`config.mk`:
```
export PLATFORM = sky130hd
export DESIGN_NAME = timer_multi
export DESIGN_NICKNAME = d
export VERILOG_FILES = /design/src/rtl/timer_multi.sv
export SDC_FILE = /design/constraint.sdc
export NUM_CORES = 1
export LEC_CHECK = 0
export CAP_MARGIN = 15
export CELL_PAD_IN_SITES_DETAIL_PLACEMENT = 2
export CELL_PAD_IN_SITES_GLOBAL_PLACEMENT = 2
export CORE_MARGIN = 1
export CORE_UTILIZATION = 34
export DETAILED_ROUTE_END_ITERATION = 6
export PLACE_DENSITY_LB_ADDON = 0.05
export SYNTH_ARGS = -nofsm -noshare
export SYNTH_HDL_FRONTEND = slang
export SYNTH_HIERARCHICAL = 1
export SYNTH_SLANG_ARGS = --single-unit
```
`constraint.sdc`:
```
create_clock -name clk -period 2.8 [get_ports clk]
set_input_delay 0.7 -clock clk [delete_from_list [all_inputs] [get_ports clk]]
set_output_delay 0.7 -clock clk [all_outputs]
set_load 0.01 [all_outputs]
```
`src/rtl/timer_multi.sv`:
```
// Multi-channel prescaled down-counter timer on an 8-bit memory-mapped bus.
// Optional cascading of channel c-1 expiry into channel c when TIMER_CHAIN_EN is defined.

module timer_multi_ch #(
    parameter int WIDTH = 16,
    parameter int IDX   = 0
) (
    input  logic       clk,
    input  logic       reset,
    input  logic       sel,
    input  logic [3:0] off,
    input  logic [7:0] wdata,
    input  logic       we,
    input  logic       re,
    input  logic       chain_in,
    output logic       expire,
    output logic [7:0] rdata,
    output logic       pirq
);
    localparam int NB = WIDTH / 8;
    localparam int SW = (WIDTH > 8) ? WIDTH - 8 : 1;
    localparam logic [WIDTH-1:0] ONE = 1;
`ifdef TIMER_CHAIN_EN
    localparam bit CHAIN_OK = (IDX > 0);
`else
    localparam bit CHAIN_OK = 1'b0;
`endif

    logic             en, periodic, int_en, chain, pending;
    logic [3:0]       presc, pcnt;
    logic [WIDTH-1:0] reload, shadow, count;
    logic [SW-1:0]    snap;

    logic             wr, ctrl_wr, stat_wr, commit, start, stop, own_tick, tick;
    logic [WIDTH-1:0] shadow_n, reload_n, cnt_view;
    int               offi;

    always_comb begin
        offi     = int'(off);
        wr       = sel && we;
        ctrl_wr  = wr && (off == 4'h0);
        stat_wr  = wr && (off == 4'h1);
        start    = ctrl_wr && !en && wdata[0];
        stop     = ctrl_wr && en && !wdata[0];
        own_tick = (pcnt == presc);
        // A chained channel ticks on its neighbour's expiry instead of its prescaler.
        tick     = en && !stop && ((CHAIN_OK && chain) ? chain_in : own_tick);
        expire   = tick && (count == '0);
        shadow_n = shadow;
        for (int i = 0; i < NB; i++)
            if (wr && offi == 4 + i) shadow_n[8*i +: 8] = wdata;
        commit   = wr && (offi == 4 + NB - 1);
        reload_n = commit ? shadow_n : reload;
    end

    always_ff @(posedge clk) begin
        if (reset) begin
            en       <= 1'b0;
            periodic <= 1'b0;
            int_en   <= 1'b0;
            chain    <= 1'b0;
            presc    <= '0;
            pending  <= 1'b0;
            pcnt     <= '0;
            reload   <= '1;
            shadow   <= '0;
            count    <= '1;
            snap     <= '0;
        end else begin
            shadow <= shadow_n;
            reload <= reload_n;
            if (ctrl_wr) begin
                en       <= wdata[0];
                periodic <= wdata[1];
                int_en   <= wdata[2];
                chain    <= CHAIN_OK & wdata[3];
                presc    <= wdata[7:4];
            end
            if (en && !stop)
                pcnt <= own_tick ? 4'd0 : pcnt + 4'd1;
            if (start) begin
                count <= reload_n;
                pcnt  <= '0;
            end else if (tick) begin
                if (count != '0)   count <= count - ONE;
                else if (periodic) count <= reload;
                else               en    <= 1'b0;
            end
            // Set beats a same-cycle W1C so an expiry is never lost.
            if (expire)                   pending <= 1'b1;
            else if (stat_wr && wdata[0]) pending <= 1'b0;
            if (sel && re && off == 4'h8)
                snap <= SW'(count >> 8);
        end
    end

    assign pirq = pending && int_en;

    always_comb begin
        cnt_view = WIDTH'({snap, count[7:0]});
        rdata    = '0;
        if (off == 4'h0) rdata = {presc, chain, int_en, periodic, en};
        if (off == 4'h1) rdata = {7'd0, pending};
        for (int i = 0; i < NB; i++) begin
            if (offi == 4 + i) rdata = reload[8*i +: 8];
            if (offi == 8 + i) rdata = cnt_view[8*i +: 8];
        end
    end
endmodule

module timer_multi #(
    parameter int WIDTH    = 16,
    parameter int CHANNELS = 2
) (
    input  logic                          clk,
    input  logic                          reset,
    input  logic [$clog2(CHANNELS)+3:0]   addr,
    input  logic [7:0]                    wdata,
    input  logic                          we,
    input  logic                          re,
    output logic [7:0]                    rdata,
    output logic                          irq
);
    logic [CHANNELS-1:0]      sel, expire, pirq;
    logic [CHANNELS-1:0][7:0] ch_rd;
    int                       chn;

    assign chn = int'(addr) >> 4;

    for (genvar c = 0; c < CHANNELS; c++) begin : g_ch
        logic chain_in;
        if (c == 0) begin : g_first
            assign chain_in = 1'b0;
        end else begin : g_rest
            assign chain_in = expire[c-1];
        end
        assign sel[c] = (chn == c);
        timer_multi_ch #(.WIDTH(WIDTH), .IDX(c)) u_ch (
            .clk      (clk),
            .reset    (reset),
            .sel      (sel[c]),
            .off      (addr[3:0]),
            .wdata    (wdata),
            .we       (we),
            .re       (re),
            .chain_in (chain_in),
            .expire   (expire[c]),
            .rdata    (ch_rd[c]),
            .pirq     (pirq[c])
        );
    end

    // Unpopulated channel indices fall through to zero.
    always_comb begin
        rdata = '0;
        for (int c = 0; c < CHANNELS; c++)
            if (chn == c) rdata = ch_rd[c];
    end

    always_ff @(posedge clk) begin
        if (reset) irq <= 1'b0;
        else       irq <= |pirq;
    end
endmodule

```
==> results of run 1 <==
-- critical path, stage by stage --
cell and delay (ps):
buf_6 120, buf_16 130, nor4bb_4 170, buf_4 140
a222oi_1 440, a21oi_1 160, mux2_4 280, buf_6 120
-- power by group through the flow --
stage | Combinational, mW | Clock [mW] | Sequential [mW]
floorplan | 0.199 | 0 | 1.79
global placement | 0.400 | 0 | 1.81
detailed placement | 0.413 | 0 | 1.81
CTS | 0.471 | 2.19 | 1.77
global route | 0.518 | 2.26 | 1.77
finish | 0.498 | 2.16 | 1.77
-- flip-flops by register name, indices dropped and copies added, names as in the netlist --
register / flops
g_ch.u_ch/count: 32
g_ch.u_ch/en: 2
g_ch.u_ch/int_en: 2
g_ch.u_ch/pcnt: 8
g_ch.u_ch/pending: 2
g_ch.u_ch/periodic: 2
g_ch.u_ch/presc: 8
g_ch.u_ch/reload: 32
g_ch.u_ch/shadow: 16
g_ch.u_ch/snap: 16
irq: 1
-- routing by layer --
| layer | track usage, % | share of wire, % |
|---|---|---|
| met5 | 0 | 0 |
| met1 | 35.4 | 40 |
| met3 | 4.88 | 2.7 |
| met4 | 18.8 | 5.5 |
| met2 | 57.7 | 51 |
-- metrics by stage --
step	hold WS [ps]	setup TNS (ps)
finish	465	-702
global route	494	-916
CTS	466	-409
detailed placement	456	-30790
global placement	442	-28350
floorplan	432	0
-- what timing repair did --
item | CTS | global route
pin swaps | 18 | 14
gates resized for setup | 104 | 12
setup buffers | 10 | 4
endpoints found under the setup margin | 31 | 9
gates cloned | 4 | 0
-- cell type report --
class | instances | area [µm²] | share of cell area [%]
flip-flops and latches | 121 | 2420 | 26.7
clock inverters | 7 | 66.3 | 0.730
multi-input cells | 601 | 4100 | 45.2
repair buffers | 171 | 1620 | 17.8
inverters | 12 | 50.0 | 0.551
well taps | 260 | 325 | 3.58
clock buffers | 24 | 502 | 5.52
-- worst max-delay path by stage --
| stage | startpoint | end | cells past startpoint |
|---|---|---|---|
| 6_report | addr[2] | rdata[6] | 8 |
| 5_1_grt | addr[0] | rdata[6] | 8 |
| 4_1_cts | addr[3] | rdata[7] | 7 |
| 3_5_place_dp | addr[0] | rdata[7] | 9 |
| 3_3_place_gp | addr[1] | rdata[4] | 8 |
| 2_1_floorplan | addr[0] | rdata[5] | 6 |
-- placed cells by master, fill, tap and decap left out, types with 5 or more instances in the layout --
cell,count
a221oi_1,10
nor4_1,5
nor3_1,13
buf_12,13
clkbuf_16,17
nand4_1,8
or3_1,6
o31ai_1,6
a21oi_1,72
nand2b_1,5
a22oi_1,10
mux2_4,9
xnor2_1,21
o21ai_0,18
clkdlybuf4s50_1,12
a31oi_1,5
nor2_1,80
mux2_2,6
ha_1,6
mux2i_1,42
dfxtp_1,121
o21bai_1,16
nand2_1,102
buf_4,125
buf_6,13
clkbuf_8,5
a211o_1,5
xor2_1,11
a222oi_1,5
a221o_1,28
nand3_1,24
inv_1,10
==> impl_metrics.yaml, run 1 <==
run_status:
  status: "finished, violations left"
  violations: "negative setup slack"
critical_path:
  reg2reg_to: "g_ch[1].u_ch/count[8]$_SDFFE_PP1P_"
  reg2reg_depth: 7
  crit_path_start_kind: "input pin"
  crit_type: "in2out"
  end_kind: "output pin"
  critPathRequiredTime_ps: 2100
  r2r_slack_ps: 220
  rr_startpoint: "g_ch[1].u_ch/count[1]$_SDFFE_PP1P_"
  arrival_ps: 2280
  critPathMaxFanout: 5
clocking:
  cts_tree: "done"
  cts-buffers-inserted: 17
  clk_pin_slew_ps: 60
  cts_num_sinks: 121
  clock_path_buffers: 2
  cts_root_buf: "clkbuf_16"
  postCtsHoldBufs: 0
  clock_latency_ps: 430
  htree_levels: 4
pwr:
  p_sw_share_pct: 25.2
  p_leak_nw: 3.53
  vdd_drop_max_uv: 459
  pwr-share-seq_pct: 40.0
  internal_power_mw: 3.31
  power_frac_clock_pct: 48.8
  comb_power_share_pct: 11.2
  powerDensity_nw_per_um2: 488
  p_total_mw: 4.43
  p_switching_mw: 1.12
timing:
  drv_slew: 0
  fmax_mhz: 336
  period_minus_slack_ps: 2980
  finalSetupViolCount: 7
  slew_headroom_pct: 54.9
  finalHoldViolations: 0
  rsz0062_at_grt: "yes"
  fin_skew_ps: 14.6
  timing.final.crit_share_pct: 106
  setup_slack_ps: -176
  worst_pin_slew_ps: 670
floorplan:
  die_y_um: 142
  start_util_pct: 35.2
  io-pin-count: 26
  dieArea_um2: 20300
  die_w_um: 142
  rows: 50
  core_area_um2: 19000
routing:
  vias_per_cell: 5.86
  vias: 7003
  dr.pass1.iters: 5
  first_iter_violations: 372
  avgRoutedWirePerCell_um: 26.5
  route.detailed.drc: 0
  antenna_left: 0
  route.final.wire_length_mm: 31.7
placed_design:
  post-place-ws_ps: -984
  place.gp.congestion: 0.900
  dp.final_hpwl_mm: 22.1
  port_buffers: 25
  place_area_um2: 8090
  dp.cells: 1148
synthesis:
  syn_area_per_cell_um2: 8.46
  synth_warnings: 6
  syn-cell-area_um2: 6700
  syn_inst: 792
  syn-num-nets: 815
layout:
  drive_gt1_share_pct: 27.0
  synthToLayoutAreaGrowth_pct: 35.6
  final_cell_area_um2: 9080
  fillers: 2101
  final_util_pct: 47.8
  fin_cells: 1196
  fin_nets: 947
  n_antenna_cell: 0
global_route:
  grt_antenna_before_repair: 0
  grt_overflow: 0
  grt_pass1_wl_mm: 47.8
  grt_use_total_pct: 31.9
  grt_pass1_vias: 7632
  grt_start_max_net_pins: 23
worst_hold_path:
  worstHoldStart: "g_ch[1].u_ch/shadow[1]$_SDFF_PP0_"
  hp-class: "reg2reg"
  hold-path-endpoint: "g_ch[1].u_ch/shadow[1]$_SDFF_PP0_"
  hold_path_depth: 2
run:
  cap_viol_max_count: 0
No activity file was read; power rests on OpenSTA's default activity.
==> run 2: changes to the inputs <==
ABC_AREA = 1   (was default)
CORE_UTILIZATION = 31   (was 34)
==> run 2 against run 1 <==
  * The flow now finishes without violations
  * Clock skew decreased by 6.0 ps
  * Critical path type unchanged
  * Utilization decreased by 7.9 points
  * Worst setup slack improved by 250 ps
  * Routed wire length decreased by 4.9%
==> impl_metrics.yaml, run 2 <==
run_status:
  status: "completed"
timing:
  drv_slew: 0
  finalHoldViolations: 0
  fin_skew_ps: 8.64
  period_minus_slack_ps: 2730
  setup_slack_ps: 69.7
  worst_pin_slew_ps: 663
  fmax_mhz: 366
  timing.final.crit_share_pct: 97.5
  slew_headroom_pct: 55.6
  finalSetupViolCount: 0
layout:
  synthToLayoutAreaGrowth_pct: 24.5
  n_antenna_cell: 0
  fillers: 2694
  fin_nets: 1187
  reg_top3: "g_ch.u_ch/count: 32 flops, g_ch.u_ch/reload: 32 flops"
  drive_gt1_share_pct: 18.2
  final_common_cell: "nand2_1"
  final_cell_mix: "nand2_1 (274), inv_1 (127), dfxtp_1 (121), nand3_1 (117), o21ai_0 (89)"
global_route:
  grt_antenna_before_repair: 1
  grt_start_max_net_pins: 33
  grt_use_total_pct: 26.4
  grt_overflow: 0
  grt_pass1_wl_mm: 46.8
  grt_pass1_vias: 8122
pwr:
  powerDensity_nw_per_um2: 534
  p_leak_nw: 4.00
  p_total_mw: 4.70
  p_sw_share_pct: 23.9
  power_frac_clock_pct: 54.3
  pwr-share-seq_pct: 37.6
  internal_power_mw: 3.58
  comb_power_share_pct: 8.1
  vdd_drop_max_uv: 346
  p_switching_mw: 1.12
clocking:
  postCtsHoldBufs: 0
  cts_num_sinks: 121
  cts_root_buf: "clkbuf_16"
  htree_levels: 4
  clock_path_buffers: 2
  clock_latency_ps: 430
  clk_pin_slew_ps: 50
  cts-buffers-inserted: 17
  cts_tree: "done"
routing:
  avgRoutedWirePerCell_um: 20.7
  first_iter_violations: 395
  vias_per_cell: 5.21
  route.final.wire_length_mm: 30.1
  dr.pass1.iters: 5
  antenna_left: 0
  vias: 7584
  route.detailed.drc: 0
critical_path:
  crit_path_max_incr_delay_ps: 230
  crit_path_start_kind: "input pin"
  critPathMaxFanout: 7
  reg2reg_to: "g_ch[1].u_ch/count[1]$_SDFFE_PP1P_"
  critPathRequiredTime_ps: 2100
  rr_startpoint: "g_ch[1].u_ch/count[0]$_SDFFE_PP1P_"
  end_kind: "output pin"
  arrival_ps: 2030
  startpoint: "addr[0]"
  crit_type: "in2out"
  crit_top_cell: "nand2_2"
  critical-path-slowest-cell: "nor2_4"
  r2r_slack_ps: 650
  critical-path-top-delay-family: "simple AND/OR/NAND/NOR gates"
  path_cells: "buf_2 -> nor2_4 -> nand2_2 -> o21ai_0 -> a21oi_1 -> o221ai_1 -> nand2_1 -> nand2_2 -> clkdlybuf4s15_2"
  reg2reg_depth: 10
  path_buf_inv: 2
floorplan:
  die_y_um: 153
  dieArea_um2: 23400
  die_w_um: 153
  io-pin-count: 26
  rows: 54
  core_area_um2: 22100
  start_util_pct: 32.0
placed_design:
  place.gp.congestion: 0.888
  post-place-ws_ps: -904
  port_buffers: 25
  dp.final_hpwl_mm: 22.6
synthesis:
  syn_area_per_cell_um2: 6.48
  syn-num-nets: 1115
  syn-cell-area_um2: 7080
  syn_inst: 1092
  synth_warnings: 6
worst_hold_path:
  hold-path-endpoint: "g_ch[1].u_ch/snap[1]$_SDFFE_PP0P_"
  worstHoldStart: "g_ch[1].u_ch/snap[1]$_SDFFE_PP0P_"
  hold_path_depth: 2
  hp-class: "reg2reg"
run:
  cap_viol_max_count: 0
-- run 2: worst max path at each step --
stage	depth (start not counted)	slack [ps]	endpoint
6_report	9	70	rdata[5]
5_1_grt	9	-5	rdata[5]
4_1_cts	12	0.7	rdata[5]
3_5_place_dp	10	-900	rdata[4]
3_3_place_gp	10	-880	rdata[4]
2_1_floorplan	9	550	rdata[5]
-- run 2: timing repair --
action | 4_1_cts | 5_1_grt
resized for setup | 95 | 14
buffers inserted | 1 | 4
pin swaps | 18 | 9
setup endpoints to repair | 8 | 8
cloned | 0 | 0
endpoints found under the hold margin | 0 | 0
-- run 2: power groups by stage --
stage	sequential, mW	combinational (mW)	clock, mW
floorplan	1.79	0.172	0
global placement	1.80	0.349	0
detailed placement	1.80	0.354	0
CTS	1.77	0.370	2.60
global route	1.77	0.411	2.68
finish	1.77	0.381	2.55
-- run 2: cell type report --
| type | count | area, µm² | share of cell area, % |
|---|---|---|---|
| Multi-Input combinational cell | 787 | 4000 | 45.4 |
| Tap cell | 280 | 350 | 3.98 |
| Sequential cell | 121 | 2420 | 27.5 |
| Inverter | 146 | 561 | 6.36 |
| Timing Repair Buffer | 91 | 811 | 9.21 |
| Clock inverter | 11 | 218 | 2.47 |
| Clock buffer | 21 | 450 | 5.11 |
-- run 2: tightest hold or removal path, cell delays in order, from the launching register on --
cell	delay, ps
dfxtp_1	310
inv_1	50
a21oi_1	50
-- run 2: per-layer routing --
metal | vias to the layer above | global-route usage [%] | wire [µm]
li1 | 3692 | - | -
met5 | - | 0 | 0
met1 | 3753 | 36.4 | 14800
met2 | 114 | 42.7 | 13900
met4 | 0 | 6.54 | 309
met3 | 25 | 4.00 | 1050
-- run 2: per-stage QoR --
| step | hold slack, ps | std cells | cell area (µm²) | TNS, ps | utilization, % |
|---|---|---|---|---|---|
| after floorplan | 423 | 1092 | 7080 | 0 | - |
| after global placement | 436 | 1420 | 7990 | -7510 | 36.1 |
| after detailed placement | 445 | 1420 | 7990 | -8570 | 36.1 |
| after CTS | 454 | 1453 | 8740 | 0 | 39.6 |
| after global routing | 476 | 1457 | 8810 | -5.31 | 39.9 |
| final | 453 | 1457 | 8810 | 0 | 39.9 |
==> run 3: changes to the inputs <==
ABC_AREA = default   (was 1)
CORE_UTILIZATION = 34   (was 31)
HOLD_SLACK_MARGIN = 0.05   (was default)
==> results of run 3 <==
Final layout, timing and power as in run 1 (identical DEF).
